**src/rtl/axi_burst_master_if.sv**
```systemverilog
// Command, stream, completion and AXI4 master signals for axi_burst_master.
// The master modport is the burst master's view; slave is the peer's view.
interface axi_burst_master_if #(
  parameter int DATA_WIDTH = 32,
  parameter int ADDR_WIDTH = 32,
  parameter int STRB_WIDTH = DATA_WIDTH / 8,
  parameter int ID_WIDTH   = 8
);
  logic                  cmd_valid;
  logic                  cmd_ready;
  logic                  cmd_write;
  logic [ADDR_WIDTH-1:0] cmd_addr;
  logic [7:0]            cmd_len;
  logic [ID_WIDTH-1:0]   cmd_id;

  logic [DATA_WIDTH-1:0] wr_data;
  logic [STRB_WIDTH-1:0] wr_strb;
  logic                  wr_valid;
  logic                  wr_ready;

  logic [DATA_WIDTH-1:0] rd_data;
  logic                  rd_last;
  logic                  rd_valid;
  logic                  rd_ready;

  logic                  done_valid;
  logic [1:0]            done_resp;
  logic                  busy;

  logic [ID_WIDTH-1:0]   m_axi_awid;
  logic [ADDR_WIDTH-1:0] m_axi_awaddr;
  logic [7:0]            m_axi_awlen;
  logic [2:0]            m_axi_awsize;
  logic [1:0]            m_axi_awburst;
  logic                  m_axi_awlock;
  logic [3:0]            m_axi_awcache;
  logic [2:0]            m_axi_awprot;
  logic                  m_axi_awvalid;
  logic                  m_axi_awready;

  logic [DATA_WIDTH-1:0] m_axi_wdata;
  logic [STRB_WIDTH-1:0] m_axi_wstrb;
  logic                  m_axi_wlast;
  logic                  m_axi_wvalid;
  logic                  m_axi_wready;

  logic [ID_WIDTH-1:0]   m_axi_bid;
  logic [1:0]            m_axi_bresp;
  logic                  m_axi_bvalid;
  logic                  m_axi_bready;

  logic [ID_WIDTH-1:0]   m_axi_arid;
  logic [ADDR_WIDTH-1:0] m_axi_araddr;
  logic [7:0]            m_axi_arlen;
  logic [2:0]            m_axi_arsize;
  logic [1:0]            m_axi_arburst;
  logic                  m_axi_arlock;
  logic [3:0]            m_axi_arcache;
  logic [2:0]            m_axi_arprot;
  logic                  m_axi_arvalid;
  logic                  m_axi_arready;

  logic [ID_WIDTH-1:0]   m_axi_rid;
  logic [DATA_WIDTH-1:0] m_axi_rdata;
  logic [1:0]            m_axi_rresp;
  logic                  m_axi_rlast;
  logic                  m_axi_rvalid;
  logic                  m_axi_rready;

  modport master (
    input  cmd_valid, cmd_write, cmd_addr, cmd_len, cmd_id,
    output cmd_ready,
    input  wr_data, wr_strb, wr_valid,
    output wr_ready,
    output rd_data, rd_last, rd_valid,
    input  rd_ready,
    output done_valid, done_resp, busy,
    output m_axi_awid, m_axi_awaddr, m_axi_awlen, m_axi_awsize,
    output m_axi_awburst, m_axi_awlock, m_axi_awcache, m_axi_awprot,
    output m_axi_awvalid,
    input  m_axi_awready,
    output m_axi_wdata, m_axi_wstrb, m_axi_wlast, m_axi_wvalid,
    input  m_axi_wready,
    input  m_axi_bid, m_axi_bresp, m_axi_bvalid,
    output m_axi_bready,
    output m_axi_arid, m_axi_araddr, m_axi_arlen, m_axi_arsize,
    output m_axi_arburst, m_axi_arlock, m_axi_arcache, m_axi_arprot,
    output m_axi_arvalid,
    input  m_axi_arready,
    input  m_axi_rid, m_axi_rdata, m_axi_rresp, m_axi_rlast,
    input  m_axi_rvalid,
    output m_axi_rready
  );

  modport slave (
    output cmd_valid, cmd_write, cmd_addr, cmd_len, cmd_id,
    input  cmd_ready,
    output wr_data, wr_strb, wr_valid,
    input  wr_ready,
    input  rd_data, rd_last, rd_valid,
    output rd_ready,
    input  done_valid, done_resp, busy,
    input  m_axi_awid, m_axi_awaddr, m_axi_awlen, m_axi_awsize,
    input  m_axi_awburst, m_axi_awlock, m_axi_awcache, m_axi_awprot,
    input  m_axi_awvalid,
    output m_axi_awready,
    input  m_axi_wdata, m_axi_wstrb, m_axi_wlast, m_axi_wvalid,
    output m_axi_wready,
    output m_axi_bid, m_axi_bresp, m_axi_bvalid,
    input  m_axi_bready,
    input  m_axi_arid, m_axi_araddr, m_axi_arlen, m_axi_arsize,
    input  m_axi_arburst, m_axi_arlock, m_axi_arcache, m_axi_arprot,
    input  m_axi_arvalid,
    output m_axi_arready,
    output m_axi_rid, m_axi_rdata, m_axi_rresp, m_axi_rlast,
    output m_axi_rvalid,
    input  m_axi_rready
  );
endinterface

```
**src/rtl/axi_burst_master.sv**
```systemverilog
// Single-outstanding AXI4 INCR burst master driven by a command/stream port.
// Optional 4 KB boundary rejection: define AXI_BURST_MASTER_4K_CHECK_EN.
module axi_burst_master #(
  parameter int DATA_WIDTH = 32,
  parameter int ADDR_WIDTH = 32,
  parameter int STRB_WIDTH = DATA_WIDTH / 8,
  parameter int ID_WIDTH   = 8
) (
  input logic                clk,
  input logic                rst,
  axi_burst_master_if.master bus
);

  typedef enum logic [2:0] {
    S_IDLE, S_AW, S_W, S_B, S_AR, S_R, S_DONE
  } state_t;

  localparam logic [2:0] SIZE = 3'($clog2(STRB_WIDTH));

  state_t                r_state;
  state_t                w_next;
  logic [ADDR_WIDTH-1:0] r_addr;
  logic [7:0]            r_len;
  logic [7:0]            r_cnt;
  logic [ID_WIDTH-1:0]   r_id;
  logic [1:0]            r_status;

  logic                  w_accept;
  logic                  w_last;
  logic                  w_w_hs;
  logic                  w_r_hs;
  logic                  w_oob;
  logic [1:0]            w_rstat;
  logic [DATA_WIDTH-1:0] w_wdata;

  assign w_accept = bus.cmd_valid && bus.cmd_ready;
  assign w_last   = (r_cnt == r_len);
  assign w_w_hs   = (r_state == S_W) && bus.wr_valid
                  && bus.m_axi_wready;
  assign w_r_hs   = (r_state == S_R) && bus.m_axi_rvalid
                  && bus.rd_ready;

`ifdef AXI_BURST_MASTER_4K_CHECK_EN
  logic [31:0] w_end;
  assign w_end = 32'(bus.cmd_addr[11:0])
               + (32'(bus.cmd_len) + 32'd1) * 32'(STRB_WIDTH);
  assign w_oob = (w_end > 32'd4096);
`else
  assign w_oob = 1'b0;
`endif

  // Worst-so-far read status; bad rid or misplaced rlast is a SLVERR.
  always_comb begin
    w_rstat = (bus.m_axi_rresp > r_status) ? bus.m_axi_rresp
                                           : r_status;
    if ((bus.m_axi_rid != r_id) || (bus.m_axi_rlast != w_last)) begin
      if (w_rstat < 2'b10) w_rstat = 2'b10;
    end
  end

  // State register.
  always_ff @(posedge clk) begin
    if (rst) r_state <= S_IDLE;
    else     r_state <= w_next;
  end

  // Next-state logic.
  always_comb begin
    w_next = r_state;
    unique case (r_state)
      S_IDLE: begin
        if (w_accept) begin
          if (w_oob)              w_next = S_DONE;
          else if (bus.cmd_write) w_next = S_AW;
          else                    w_next = S_AR;
        end
      end
      S_AW:    if (bus.m_axi_awready) w_next = S_W;
      S_W:     if (w_w_hs && w_last)  w_next = S_B;
      S_B:     if (bus.m_axi_bvalid)  w_next = S_DONE;
      S_AR:    if (bus.m_axi_arready) w_next = S_R;
      S_R:     if (w_r_hs && w_last)  w_next = S_DONE;
      S_DONE:  w_next = S_IDLE;
      default: w_next = S_IDLE;
    endcase
  end

  // Command latch, beat counter and completion status.
  always_ff @(posedge clk) begin
    if (rst) begin
      r_addr   <= '0;
      r_len    <= '0;
      r_id     <= '0;
      r_cnt    <= '0;
      r_status <= 2'b00;
    end else begin
      if (w_accept) begin
        r_addr   <= bus.cmd_addr;
        r_len    <= bus.cmd_len;
        r_id     <= bus.cmd_id;
        r_cnt    <= '0;
        r_status <= w_oob ? 2'b10 : 2'b00;
      end
      if (w_w_hs || w_r_hs) r_cnt <= r_cnt + 8'd1;
      if ((r_state == S_AR) && bus.m_axi_arready) r_status <= 2'b00;
      if (w_r_hs) r_status <= w_rstat;
      if ((r_state == S_B) && bus.m_axi_bvalid) begin
        r_status <= (bus.m_axi_bid != r_id) ? 2'b10
                                            : bus.m_axi_bresp;
      end
    end
  end

  assign w_wdata = bus.wr_data;

  // Handshake and status outputs decoded from the state.
  always_comb begin
    bus.cmd_ready     = (r_state == S_IDLE) && !rst;
    bus.busy          = (r_state == S_AW) || (r_state == S_W)
                     || (r_state == S_B)  || (r_state == S_AR)
                     || (r_state == S_R);
    bus.m_axi_awvalid = (r_state == S_AW);
    bus.m_axi_wvalid  = (r_state == S_W) && bus.wr_valid;
    bus.wr_ready      = (r_state == S_W) && bus.m_axi_wready;
    bus.m_axi_wlast   = (r_state == S_W) && w_last;
    bus.m_axi_bready  = (r_state == S_B);
    bus.m_axi_arvalid = (r_state == S_AR);
    bus.m_axi_rready  = (r_state == S_R) && bus.rd_ready;
    bus.rd_valid      = (r_state == S_R) && bus.m_axi_rvalid;
    bus.rd_last       = (r_state == S_R) && w_last;
    bus.done_valid    = (r_state == S_DONE);
    bus.done_resp     = (r_state == S_DONE) ? r_status : 2'b00;
  end

  assign bus.m_axi_awid    = r_id;
  assign bus.m_axi_awaddr  = r_addr;
  assign bus.m_axi_awlen   = r_len;
  assign bus.m_axi_awsize  = SIZE;
  assign bus.m_axi_awburst = 2'b01;
  assign bus.m_axi_awlock  = 1'b0;
  assign bus.m_axi_awcache = 4'b0011;
  assign bus.m_axi_awprot  = 3'b000;

  assign bus.m_axi_wdata   = w_wdata;
  assign bus.m_axi_wstrb   = bus.wr_strb;

  assign bus.m_axi_arid    = r_id;
  assign bus.m_axi_araddr  = r_addr;
  assign bus.m_axi_arlen   = r_len;
  assign bus.m_axi_arsize  = SIZE;
  assign bus.m_axi_arburst = 2'b01;
  assign bus.m_axi_arlock  = 1'b0;
  assign bus.m_axi_arcache = 4'b0011;
  assign bus.m_axi_arprot  = 3'b000;

  assign bus.rd_data       = bus.m_axi_rdata;

endmodule

```
**src/flat_wrapper.sv**
```systemverilog
// flat-port wrapper written by rule: the top's interface ports become plain ports
module axi_burst_master_flat 
#(
  parameter int DATA_WIDTH = 32,
  parameter int ADDR_WIDTH = 32,
  parameter int STRB_WIDTH = DATA_WIDTH / 8,
  parameter int ID_WIDTH   = 8
)
  (clk, rst, bus_cmd_valid, bus_cmd_write, bus_cmd_addr, bus_cmd_len, bus_cmd_id, bus_cmd_ready, bus_wr_data, bus_wr_strb, bus_wr_valid, bus_wr_ready, bus_rd_data, bus_rd_last, bus_rd_valid, bus_rd_ready, bus_done_valid, bus_done_resp, bus_busy, bus_m_axi_awid, bus_m_axi_awaddr, bus_m_axi_awlen, bus_m_axi_awsize, bus_m_axi_awburst, bus_m_axi_awlock, bus_m_axi_awcache, bus_m_axi_awprot, bus_m_axi_awvalid, bus_m_axi_awready, bus_m_axi_wdata, bus_m_axi_wstrb, bus_m_axi_wlast, bus_m_axi_wvalid, bus_m_axi_wready, bus_m_axi_bid, bus_m_axi_bresp, bus_m_axi_bvalid, bus_m_axi_bready, bus_m_axi_arid, bus_m_axi_araddr, bus_m_axi_arlen, bus_m_axi_arsize, bus_m_axi_arburst, bus_m_axi_arlock, bus_m_axi_arcache, bus_m_axi_arprot, bus_m_axi_arvalid, bus_m_axi_arready, bus_m_axi_rid, bus_m_axi_rdata, bus_m_axi_rresp, bus_m_axi_rlast, bus_m_axi_rvalid, bus_m_axi_rready);
  axi_burst_master_if #(.DATA_WIDTH(DATA_WIDTH), .ADDR_WIDTH(ADDR_WIDTH), .STRB_WIDTH(STRB_WIDTH), .ID_WIDTH(ID_WIDTH)) bus_i ();
  input logic clk;
  input logic rst;
  input wire logic [$bits(bus_i.cmd_valid)-1:0] bus_cmd_valid;
  input wire logic [$bits(bus_i.cmd_write)-1:0] bus_cmd_write;
  input wire logic [$bits(bus_i.cmd_addr)-1:0] bus_cmd_addr;
  input wire logic [$bits(bus_i.cmd_len)-1:0] bus_cmd_len;
  input wire logic [$bits(bus_i.cmd_id)-1:0] bus_cmd_id;
  output wire logic [$bits(bus_i.cmd_ready)-1:0] bus_cmd_ready;
  input wire logic [$bits(bus_i.wr_data)-1:0] bus_wr_data;
  input wire logic [$bits(bus_i.wr_strb)-1:0] bus_wr_strb;
  input wire logic [$bits(bus_i.wr_valid)-1:0] bus_wr_valid;
  output wire logic [$bits(bus_i.wr_ready)-1:0] bus_wr_ready;
  output wire logic [$bits(bus_i.rd_data)-1:0] bus_rd_data;
  output wire logic [$bits(bus_i.rd_last)-1:0] bus_rd_last;
  output wire logic [$bits(bus_i.rd_valid)-1:0] bus_rd_valid;
  input wire logic [$bits(bus_i.rd_ready)-1:0] bus_rd_ready;
  output wire logic [$bits(bus_i.done_valid)-1:0] bus_done_valid;
  output wire logic [$bits(bus_i.done_resp)-1:0] bus_done_resp;
  output wire logic [$bits(bus_i.busy)-1:0] bus_busy;
  output wire logic [$bits(bus_i.m_axi_awid)-1:0] bus_m_axi_awid;
  output wire logic [$bits(bus_i.m_axi_awaddr)-1:0] bus_m_axi_awaddr;
  output wire logic [$bits(bus_i.m_axi_awlen)-1:0] bus_m_axi_awlen;
  output wire logic [$bits(bus_i.m_axi_awsize)-1:0] bus_m_axi_awsize;
  output wire logic [$bits(bus_i.m_axi_awburst)-1:0] bus_m_axi_awburst;
  output wire logic [$bits(bus_i.m_axi_awlock)-1:0] bus_m_axi_awlock;
  output wire logic [$bits(bus_i.m_axi_awcache)-1:0] bus_m_axi_awcache;
  output wire logic [$bits(bus_i.m_axi_awprot)-1:0] bus_m_axi_awprot;
  output wire logic [$bits(bus_i.m_axi_awvalid)-1:0] bus_m_axi_awvalid;
  input wire logic [$bits(bus_i.m_axi_awready)-1:0] bus_m_axi_awready;
  output wire logic [$bits(bus_i.m_axi_wdata)-1:0] bus_m_axi_wdata;
  output wire logic [$bits(bus_i.m_axi_wstrb)-1:0] bus_m_axi_wstrb;
  output wire logic [$bits(bus_i.m_axi_wlast)-1:0] bus_m_axi_wlast;
  output wire logic [$bits(bus_i.m_axi_wvalid)-1:0] bus_m_axi_wvalid;
  input wire logic [$bits(bus_i.m_axi_wready)-1:0] bus_m_axi_wready;
  input wire logic [$bits(bus_i.m_axi_bid)-1:0] bus_m_axi_bid;
  input wire logic [$bits(bus_i.m_axi_bresp)-1:0] bus_m_axi_bresp;
  input wire logic [$bits(bus_i.m_axi_bvalid)-1:0] bus_m_axi_bvalid;
  output wire logic [$bits(bus_i.m_axi_bready)-1:0] bus_m_axi_bready;
  output wire logic [$bits(bus_i.m_axi_arid)-1:0] bus_m_axi_arid;
  output wire logic [$bits(bus_i.m_axi_araddr)-1:0] bus_m_axi_araddr;
  output wire logic [$bits(bus_i.m_axi_arlen)-1:0] bus_m_axi_arlen;
  output wire logic [$bits(bus_i.m_axi_arsize)-1:0] bus_m_axi_arsize;
  output wire logic [$bits(bus_i.m_axi_arburst)-1:0] bus_m_axi_arburst;
  output wire logic [$bits(bus_i.m_axi_arlock)-1:0] bus_m_axi_arlock;
  output wire logic [$bits(bus_i.m_axi_arcache)-1:0] bus_m_axi_arcache;
  output wire logic [$bits(bus_i.m_axi_arprot)-1:0] bus_m_axi_arprot;
  output wire logic [$bits(bus_i.m_axi_arvalid)-1:0] bus_m_axi_arvalid;
  input wire logic [$bits(bus_i.m_axi_arready)-1:0] bus_m_axi_arready;
  input wire logic [$bits(bus_i.m_axi_rid)-1:0] bus_m_axi_rid;
  input wire logic [$bits(bus_i.m_axi_rdata)-1:0] bus_m_axi_rdata;
  input wire logic [$bits(bus_i.m_axi_rresp)-1:0] bus_m_axi_rresp;
  input wire logic [$bits(bus_i.m_axi_rlast)-1:0] bus_m_axi_rlast;
  input wire logic [$bits(bus_i.m_axi_rvalid)-1:0] bus_m_axi_rvalid;
  output wire logic [$bits(bus_i.m_axi_rready)-1:0] bus_m_axi_rready;
  assign bus_i.cmd_valid = bus_cmd_valid;
  assign bus_i.cmd_write = bus_cmd_write;
  assign bus_i.cmd_addr = bus_cmd_addr;
  assign bus_i.cmd_len = bus_cmd_len;
  assign bus_i.cmd_id = bus_cmd_id;
  assign bus_cmd_ready = bus_i.cmd_ready;
  assign bus_i.wr_data = bus_wr_data;
  assign bus_i.wr_strb = bus_wr_strb;
  assign bus_i.wr_valid = bus_wr_valid;
  assign bus_wr_ready = bus_i.wr_ready;
  assign bus_rd_data = bus_i.rd_data;
  assign bus_rd_last = bus_i.rd_last;
  assign bus_rd_valid = bus_i.rd_valid;
  assign bus_i.rd_ready = bus_rd_ready;
  assign bus_done_valid = bus_i.done_valid;
  assign bus_done_resp = bus_i.done_resp;
  assign bus_busy = bus_i.busy;
  assign bus_m_axi_awid = bus_i.m_axi_awid;
  assign bus_m_axi_awaddr = bus_i.m_axi_awaddr;
  assign bus_m_axi_awlen = bus_i.m_axi_awlen;
  assign bus_m_axi_awsize = bus_i.m_axi_awsize;
  assign bus_m_axi_awburst = bus_i.m_axi_awburst;
  assign bus_m_axi_awlock = bus_i.m_axi_awlock;
  assign bus_m_axi_awcache = bus_i.m_axi_awcache;
  assign bus_m_axi_awprot = bus_i.m_axi_awprot;
  assign bus_m_axi_awvalid = bus_i.m_axi_awvalid;
  assign bus_i.m_axi_awready = bus_m_axi_awready;
  assign bus_m_axi_wdata = bus_i.m_axi_wdata;
  assign bus_m_axi_wstrb = bus_i.m_axi_wstrb;
  assign bus_m_axi_wlast = bus_i.m_axi_wlast;
  assign bus_m_axi_wvalid = bus_i.m_axi_wvalid;
  assign bus_i.m_axi_wready = bus_m_axi_wready;
  assign bus_i.m_axi_bid = bus_m_axi_bid;
  assign bus_i.m_axi_bresp = bus_m_axi_bresp;
  assign bus_i.m_axi_bvalid = bus_m_axi_bvalid;
  assign bus_m_axi_bready = bus_i.m_axi_bready;
  assign bus_m_axi_arid = bus_i.m_axi_arid;
  assign bus_m_axi_araddr = bus_i.m_axi_araddr;
  assign bus_m_axi_arlen = bus_i.m_axi_arlen;
  assign bus_m_axi_arsize = bus_i.m_axi_arsize;
  assign bus_m_axi_arburst = bus_i.m_axi_arburst;
  assign bus_m_axi_arlock = bus_i.m_axi_arlock;
  assign bus_m_axi_arcache = bus_i.m_axi_arcache;
  assign bus_m_axi_arprot = bus_i.m_axi_arprot;
  assign bus_m_axi_arvalid = bus_i.m_axi_arvalid;
  assign bus_i.m_axi_arready = bus_m_axi_arready;
  assign bus_i.m_axi_rid = bus_m_axi_rid;
  assign bus_i.m_axi_rdata = bus_m_axi_rdata;
  assign bus_i.m_axi_rresp = bus_m_axi_rresp;
  assign bus_i.m_axi_rlast = bus_m_axi_rlast;
  assign bus_i.m_axi_rvalid = bus_m_axi_rvalid;
  assign bus_m_axi_rready = bus_i.m_axi_rready;
  axi_burst_master #(.DATA_WIDTH(DATA_WIDTH), .ADDR_WIDTH(ADDR_WIDTH), .STRB_WIDTH(STRB_WIDTH), .ID_WIDTH(ID_WIDTH)) u_core (.clk(clk), .rst(rst), .bus(bus_i));
endmodule
```
**config.mk**
```make
export PLATFORM = sky130hd
export DESIGN_NAME = axi_burst_master_flat
export DESIGN_NICKNAME = d
export VERILOG_FILES = /design/src/rtl/axi_burst_master_if.sv /design/src/rtl/axi_burst_master.sv /design/src/flat_wrapper.sv
export SDC_FILE = /design/constraint.sdc
export NUM_CORES = 1
export LEC_CHECK = 0
export CORE_AREA = 2 2 137 139
export CTS_CLUSTER_DIAMETER = 30
export DETAILED_ROUTE_END_ITERATION = 6
export DIE_AREA = 0 0 139 141
export HOLD_SLACK_MARGIN = 0.05
export PLACE_DENSITY = 0.63
export REMOVE_ABC_BUFFERS = 1
export SLEW_MARGIN = 40
export SYNTH_ARGS = -nofsm -noshare
export SYNTH_HDL_FRONTEND = slang
export SYNTH_SLANG_ARGS = --single-unit
```
**constraint.sdc**
```tcl
create_clock -name clk -period 3.8 [get_ports clk]
set_clock_uncertainty 0.15 [all_clocks]
set_input_delay 0.76 -clock clk [delete_from_list [all_inputs] [get_ports clk]]
set_output_delay 0.76 -clock clk [all_outputs]
set_load 0.01 [all_outputs]
```
# Word-level counts from Yosys, hierarchy flattened
# Index checks and enable logic that the tools add are counted.
[classes] addsub=1 n_mul=0 n_div=0 magnitude_cmp=2 eq_ne=16 shift=0 n_mux=19 bitwise_logic=0 n_reduce_logical=25
[op_table] op="$mux W3" n=7
[op_table] op="$mux W2" n=9
[op_table] op="$pmux W3 S6" n=1
[op_table] op="$mux W8" n=2
[op_table] op="$ne A8 B8 Y1" n=2
[op_table] op="$logic_and A1 B1 Y1" n=14
[op_table] op="$eq A3 B3 Y1 const B" n=3
[op_table] op="$add A8 B1 Y8 const B" n=1
[op_table] op="$eq A8 B8 Y1" n=1
[op_table] op="$eq A3 B2 Y1 const B" n=2
[op_table] op="$logic_or A1 B1 Y1" n=6
[op_table] op="$ne A2 B1 Y1 const B" n=3
[op_table] op="$ne A2 B2 Y1 const B" n=3
[op_table] op="$reduce_and A6 Y1" n=1
[op_table] op="$reduce_bool A4 Y1" n=1
[op_table] op="$eq A3 B1 Y1 const B" n=1
[op_table] op="$logic_not A3 Y1" n=1
[op_table] op="$gt A2 B2 Y1" n=1
[op_table] op="$lt A2 B2 Y1 const B" n=1
[op_table] op="$reduce_bool A2 Y1" n=1
[op_table] op="$logic_not A1 Y1" n=1
[op_table] op="$ne A1 B1 Y1" n=1
[word_totals] reg_bits=61 latchBits=0 mem_bits_rw=0 romBits=0 inputBits=148 out_inout_bits=204 word_cells=69 mem_count=0

# Logic depth before layout (Yosys ltp)
# Gate-level depths: netlist of run 1.
[depth] depth_word=7 depth_mapped=7 ltp_nobuf=7

# Worst setup path after synthesis of run 1
# No wires, ideal clock.
[synth_timing] path_kind="input -> register" startpoint="input rst" endpoint="register u_core.r_status[1]" setup_ns=0.125 arrival_ns=1.990 t_required_ns=3.525 path_slack_ns=1.535 path_stages=5 path_buffers=1 path_cell_list="buf_2 nor4_2 a32oi_1 and3_1 o41a_1"
[synth_between] elab_chain_len=4
[synth_lines] element="start: declaration" line="flat_wrapper.sv:12" rtl="input logic rst;"
[synth_lines] element="$logic_not A1 Y1" line="axi_burst_master.sv:118" rtl="bus.cmd_ready = (r_state == S_IDLE) && !rst;"
[synth_lines] element="$logic_and A1 B1 Y1" line="axi_burst_master.sv:118"
[synth_lines] element="via bus_cmd_ready" line="flat_wrapper.sv:18" rtl="output wire logic [$bits(bus_i.cmd_ready)-1:0] bus_cmd_ready;"
[synth_lines] element="$logic_and A1 B1 Y1" line="axi_burst_master.sv:36" rtl="assign w_accept = bus.cmd_valid && bus.cmd_ready;"
[synth_lines] element="$reduce_bool A4 Y1 (no line)"
[synth_lines] element="end signal: assignment" line="axi_burst_master.sv:102" rtl="r_status <= w_oob ? 2'b10 : 2'b00;"
[synth_lines] element="end signal: assignment" line="axi_burst_master.sv:106" rtl="if (w_r_hs) r_status <= w_rstat;"
[synth_lines] element="end signal: assignment" line="axi_burst_master.sv:108" rtl="r_status <= (bus.m_axi_bid != r_id) ? 2'b10"
[synth_lines] element="end: declaration" line="axi_burst_master.sv:26" rtl="logic [1:0] r_status;"
# The timed path passes the listed nets, and every way through them passes these cells.
# A chain may end at the register's enable or synchronous reset.

# Final worst setup path of run 1
[layout_timing] startpoint="register u_core.r_cnt[2]" endpoint="output bus_m_axi_wlast"
[layout_between] elab_chain_len=2
[layout_lines] element="start: declaration" line="axi_burst_master.sv:24" rtl="logic [7:0] r_cnt;"
[layout_lines] element="start signal: assignment" line="axi_burst_master.sv:104" rtl="if (w_w_hs || w_r_hs) r_cnt <= r_cnt + 8'd1;"
[layout_lines] element="$eq A8 B8 Y1" line="axi_burst_master.sv:37" rtl="assign w_last = (r_cnt == r_len);"
[layout_lines] element="$logic_and A1 B1 Y1" line="axi_burst_master.sv:125" rtl="bus.m_axi_wlast = (r_state == S_W) && w_last;"
[layout_lines] element="end: declaration" line="flat_wrapper.sv:42" rtl="output wire logic [$bits(bus_i.m_axi_wlast)-1:0] bus_m_axi_wlast;"
# Every way passes these cells.

==> results of run 1 <==
-- flip-flops by register name, summed over array words and instances, names as in the netlist --
signal,flops
u_core.bus.m_axi_araddr,32
u_core.r_cnt,8
u_core.bus.m_axi_arid,8
u_core.r_status,2
u_core.bus.m_axi_arlen,8
u_core.r_state,3
-- cell usage in the layout (no fill, tap or decap), types with 2 or more instances in the layout --
cell | Yosys | routed
clkdlybuf4s50_1 | 0 | 188
nand2_1 | 103 | 102
dfxtp_1 | 61 | 61
nand3b_1 | 49 | 49
conb_1 | 2 | 26
nor2_1 | 18 | 18
xnor2_1 | 17 | 17
inv_1 | 10 | 10
nor3_1 | 10 | 10
xor2_1 | 9 | 9
clkbuf_16 | 0 | 9
a21oi_1 | 8 | 8
nand3_1 | 6 | 6
nand4_1 | 5 | 5
a211oi_1 | 5 | 5
o21ai_0 | 4 | 4
ha_1 | 4 | 4
bufinv_16 | 0 | 4
and2_1 | 4 | 3
and3_1 | 3 | 3
a32oi_1 | 3 | 3
nand2b_1 | 3 | 3
buf_4 | 142 | 3
nor2b_1 | 2 | 2
nand2_2 | 1 | 2
or3_1 | 2 | 2
mux2i_1 | 2 | 2
o31a_1 | 2 | 2
nor4_1 | 2 | 2
o311a_1 | 2 | 2
-- final cells by class --
class / instances / area, um^2
Antenna cell: 1 / 2.502
Clock buffer: 9 / 225.2
Clock inverter: 7 / 145.1
Fill cell: 1967 / 12670
Inverter: 10 / 37.54
Multi-Input combinational cell: 306 / 1768
Sequential cell: 61 / 1221
Tap cell: 234 / 292.8
Timing Repair Buffer: 192 / 1909
-- worst register-to-register path: stages (launching register included) --
cell	delay (ps)
dfxtp_1	450
nor4_2	510
nand2_2	510
buf_4	430
nand3b_1	120
nand2_1	50
-- power breakdown --
part           internal (mW)  total (mW)  switching, mW
combinational          0.720        1.30          0.577
sequential             0.782       0.962          0.180
clock                  0.710        1.03          0.323
total                   2.21        3.29           1.08
-- layer usage --
metal / part of all wire (%) / up-vias
met3: 28 / 14
met4: 1.6 / 2
met2: 44 / 249
met5: 0.66 / -
li1: - / 1648
met1: 26 / 1510
-- kinds of logic (layout without fill, tap and decap cells) --
kind of cell,after synthesis,count (layout),synth area share (%)
compound gates,30,30,5.651
xor+xnor,26,26,5.559
fa+ha+maj,4,4,1.222
buf+inv,175,218,29.32
flops,61,61,29.81
mux,3,3,0.7636
other cells,2,27,0.1833
simple gates,217,217,27.49
-- per-stage QoR --
step	area (um^2)	setup slack, ps	utilization [%]	total power, mW
after CTS	5599	598.3	30.65	3.340
final	5602	629.2	30.66	3.292
after global routing	5602	507.3	30.66	3.471
after floorplan	3023	940.1	-	1.504
after detailed placement	5229	836.5	28.62	2.282
after global placement	5229	842.8	28.62	2.275
-- final timing paths --
check	start	end	slack [ps]	cells after the start
setup / recovery	u_core.r_cnt[2]	bus_m_axi_wlast	630	5
hold / removal	u_core.bus.m_axi_araddr[21]	u_core.bus.m_axi_araddr[21]	340	2
setup reg to reg	u_core.r_state[2]	u_core.bus.m_axi_arid[2]	1490	5
hold reg to reg	u_core.bus.m_axi_araddr[21]	u_core.bus.m_axi_araddr[21]	340	2
==> impl_metrics.csv, run 1 <==
group,metric,value,unit
logic_synthesis,ys_seq_area_share,29.81,%
global_route,grt_busiest_layer,"met2",
finish,area_growth,36.74,%
worst_setup_path,cp_slowest_cell,"clkdlybuf4s50_1",
sta,relSlewSlack,52.64,%
logic_synthesis,syn_inst,518,
die,rows,50,
worst_setup_path,endpoint_kind,"primary output",
global_route,use_met3,22.32,%
sta,holdWs,341.9,ps
worst_setup_path,critical_path_buf_inv_count,1,
drt,ant_nets,0,
pwr,vdd_drop_max,0.0002379,V
placement,dp_cells,803,
pwr,p_leak,2.247,nW
sta,hold_viol,0,
logic_synthesis,synth_edf_count,0,
cts,clk_pin_slew,60,ps
placement,place.port_buffers,189,
logic_synthesis,ys_top_cells_by_count,"buf_4, nand2_1, dfxtp_1",
sta,post-route-period-util,83.44,%
cts,cts_max_level,3,
sta,setup_tns,0,ps
placement,place_hpwl,14.81,mm
cts,ctsResizeCount,0,
pwr,p_per_area,587.7,mW/mm^2
cts,cts_inserted_buffers,9,
logic_synthesis,yosysTopAreaCell,"dfxtp_1",
logic_synthesis,synth_seq_cells,61,
logic_synthesis,synth.area.top_cells,"dfxtp_1, buf_4, nand2_1",
cts,post_cts_buffers,0,
cts,postCtsHoldBufs,0,
sta,finalCriticalPeriod,3171,ps
sta,tightest_slew,707.9,ps
drt,postRouteWirelength,17.86,mm
placement,gp_congestion,0.8453,
logic_synthesis,synth_top_area_share,29.81,%
drt,drtIter0Drc,151,
status,status,"complete, no violations",
logic_synthesis,yosysUniqueCellTypes,45,
finish,drive_gt1_share,4.957,%
worst_setup_path,cp_data_arrival_time,2260,ps
logic_synthesis,synth.most_common_cell,"buf_4",
cts,cts_buffer_depth,2,
worst_setup_path,crit_type,"reg -> out",
worst_setup_path,cp_slowest_stage_delay,530,ps
worst_setup_path,cp.required,2890,ps
global_route,gr-usage-all-layers,17.56,%
global_route,grtUsageMet2,26.96,%
sta,rsz0062_at_grt,"false",
global_route,grt_overflow_total,0,
worst_setup_path,crit_fanout,6,
sta,setup_viol,0,
finish,final_nets,732,
die,io_pins,352,
cts,cts_sinks,61,
sta,slew_viol_final,0,
logic_synthesis,synthArstFlopShare,0,%
drt,post_drt_via_cell_ratio,4.174,
drt,wire_per_inst,21.78,um
global_route,grt_antenna_before_repair,1,
die,dieArea,0.01960,mm^2
global_route,grt_pass1_wl,24.29,mm
sta,fmax,315.4,MHz
logic_synthesis,syn_area_per_cell,7.908,um^2
global_route,use_met1,12.68,%
cts,ctsRootBufferMaster,"clkbuf_16",
cts,clock_latency,340,ps
drt,drc,0,
die,coreArea,0.01827,mm^2
drt,vias,3423,
logic_synthesis,netlist_area,0.004096,mm^2
die,die_x,139,um
worst_setup_path,crit_family,"simple AND/OR/NAND/NOR gates",
worst_setup_path,path_cells,"xnor2_1, nand4_1, or2_2, nor2_1, clkdlybuf4s50_1",
global_route,grt_max_degree,64,
worst_setup_path,worst_setup_path_start_kind,"flop",
die,dieHeight,141,um
drt,firstDrtPassIters,4,
cts,cts_tree,"yes",
global_route,grt_pass1_vias,3169,
job,max-cap-violations,0,
finish,stdcell_count,820,
logic_synthesis,yosysWarningCount,0,
logic_synthesis,yosys_most_used_dff,"dfxtp_1",
worst_hold_path,min_path_type,"reg -> reg",
die,start_util,22.42,%
Note: power is estimated with default switching activity, not from simulation.
==> run 2: changes to the inputs <==
--- a/config.mk
+++ b/config.mk
@@ -10,7 +10,7 @@
 export DETAILED_ROUTE_END_ITERATION = 6
 export DIE_AREA = 0 0 139 141
 export HOLD_SLACK_MARGIN = 0.05
-export PLACE_DENSITY = 0.63
+export PLACE_DENSITY = 0.65
 export REMOVE_ABC_BUFFERS = 1
 export SLEW_MARGIN = 40
 export SYNTH_ARGS = -nofsm -noshare
==> constraint.sdc (replaced) <==
create_clock -name clk -period 2.72 [get_ports clk]
set_clock_uncertainty 0.15 [all_clocks]
set_input_delay 0.544 -clock clk [delete_from_list [all_inputs] [get_ports clk]]
set_output_delay 0.544 -clock clk [all_outputs]
set_load 0.01 [all_outputs]
==> impl_metrics.csv, run 2 (synthesized netlist as in run 1, its figures left out) <==
group,metric,value,unit
cts,cts_buffer_depth,2,
finish,register_area,0.001237,mm^2
pwr,combPwrFrac,43.3,%
cts,cts_inserted_buffers,9,
global_route,grt_antenna_before_repair,0,
drt,post_drt_via_cell_ratio,4.202,
finish,final_cell_mix,"clkdlybuf4s50_1, nand2_1, nand3b_1",
sta,post-route-period-util,93.84,%
pwr,internal_power,2.970,mW
cts,cts_sinks,61,
worst_setup_path,critPathLaunch,"bus_m_axi_rvalid",
placement,place.port_buffers,189,
placement,place_hpwl,14.92,mm
worst_setup_path,cp_slowest_stage_delay,560,ps
worst_hold_path,worstHoldEndpoint,"u_core.bus.m_axi_araddr[14]",
finish,final_common_cell,"clkdlybuf4s50_1",
pwr,p_per_area,784.8,mW/mm^2
drt,postRouteWirelength,17.97,mm
die,dieHeight,141,um
global_route,grt_pass1_wl,24.67,mm
drt,wire_per_inst,21.62,um
finish,fill_cells,1925,
global_route,gr-usage-all-layers,17.75,%
finish,drive_gt1_share,9.045,%
worst_setup_path,crit_fanout,4,
pwr,swShare,33.33,%
sta,slew_viol_final,0,
finish,diodes,0,
status,status,"complete, no violations",
die,dieArea,0.01960,mm^2
die,start_util,22.42,%
pwr,p_leak,2.335,nW
worst_setup_path,crit_family,"buffers and inverters",
pwr,switchingPower,1.484,mW
finish,area_growth,38.55,%
drt,drtIter0Drc,111,
cts,cts_max_level,3,
worst_setup_path,critical_path_buf_inv_count,2,
cts,clock_latency,330,ps
drt,firstDrtPassIters,6,
sta,holdWs,343.4,ps
pwr,p_seq_share,30.1,%
worst_hold_path,min_path_type,"reg -> reg",
die,coreArea,0.01827,mm^2
worst_setup_path,cp_slowest_cell,"clkdlybuf4s50_1",
worst_setup_path,worst_path_most_repeated_cell,"clkdlybuf4s50_1",
worst_setup_path,rr_startpoint,"u_core.r_cnt[7]",
worst_hold_path,whs_path_depth,2,
pwr,vdd_drop_max,0.0004083,V
placement,gp_congestion,0.8721,
finish,multi_input_area,0.001778,mm^2
worst_setup_path,crit_type,"in -> out",
sta,tightest_slew,589.6,ps
sta,setup_tns,0,ps
worst_setup_path,path_cells,"clkdlybuf4s50_1, and4b_2, clkdlybuf4s50_1",
die,rows,50,
worst_setup_path,cp_data_arrival_time,1860,ps
sta,hold_viol,0,
job,max-cap-violations,0,
sta,fmax,391.8,MHz
worst_setup_path,reg2reg_to,"u_core.r_state[2]",
worst_setup_path,reg2regPathDepth,7,
worst_hold_path,hp-start,"u_core.bus.m_axi_araddr[14]",
cts,ctsRootBufferMaster,"clkbuf_16",
die,io_pins,352,
finish,largest_register_ffs,32,
pwr,power,4.454,mW
drt,drc,0,
worst_setup_path,cp.required,2030,ps
cts,clk_pin_slew,50,ps
sta,rsz0062_at_grt,"false",
pwr,pwr-share-clk,26.6,%
drt,ant_nets,0,
global_route,grt_max_degree,63,
sta,finalCriticalPeriod,2553,ps
finish,final_nets,744,
global_route,grt_overflow_total,0,
sta,relSlewSlack,60.69,%
cts,cts_tree,"yes",
worst_setup_path,r2r_slack,590,ps
sta,setup_viol,0,
die,die_x,139,um
drt,vias,3492,
worst_setup_path,endpoint_kind,"primary output",
worst_setup_path,worst_setup_path_start_kind,"input pin",
global_route,grt_pass1_vias,3224,
-- run 2: what timing repair did --
action | CTS | global route
hold buffers | 0 | 0
resized for setup | 11 | 6
setup endpoints to repair | 2 | 3
buffers inserted | 0 | 1
pin swaps | 0 | 1
-- run 2: final cells by class --
class | count | share of cell area (%)
Timing Repair Buffer | 204 | 35.54
Multi-Input combinational cell | 306 | 31.33
Sequential cell | 61 | 21.80
Tap cell | 234 | 5.159
Clock buffer | 13 | 4.762
Clock inverter | 3 | 0.7496
Inverter | 10 | 0.6614
-- run 2: power groups by stage --
stage | sequential [mW] | clock [mW] | combinational [mW]
floorplan | 1.47 | 0 | 0.631
global placement | 1.34 | 0 | 1.90
detailed placement | 1.34 | 0 | 1.91
CTS | 1.34 | 1.22 | 1.93
global route | 1.37 | 1.26 | 2.08
finish | 1.34 | 1.19 | 1.93
-- run 2: per-layer routing --
metal | global-route usage (%) | routed length (um)
met4 | 4.147 | 238
met5 | 8.772 | 242
met3 | 21.37 | 4664
met1 | 13.74 | 4783
met2 | 27.56 | 8040
-- run 2: worst reg2reg max path, stage by stage, from the launching register on --
cell	delay [ps]
dfxtp_1	320
xnor2_1	210
nand4_1	190
buf_4	180
buf_4	130
or3_1	360
and2_4	150
o311a_1	310
-- run 2: per-stage QoR --
stage / cell area (um^2) / util (%) / setup slack, ps / cells
6_report: 5675 / 31.07 / 167.4 / 831
5_1_grt: 5675 / 31.07 / 63.81 / 831
4_1_cts: 5652 / 30.94 / 40.10 / 830
3_5_place_dp: 5324 / 29.14 / 175.9 / 814
3_3_place_gp: 5324 / 29.14 / 173.8 / 814
2_1_floorplan: 3023 / - / 66.27 / 377
-- run 2: worst max-delay path by stage --
stage                                    to  cells after the start  slack, ps
after floorplan             u_core.r_cnt[2]                      5         70
after global placement         bus_rd_valid                      3        170
after detailed placement       bus_rd_valid                      3        180
after CTS                 bus_m_axi_awvalid                      3         40
after global routing       bus_done_resp[0]                      4         60
final                          bus_rd_valid                      3        170
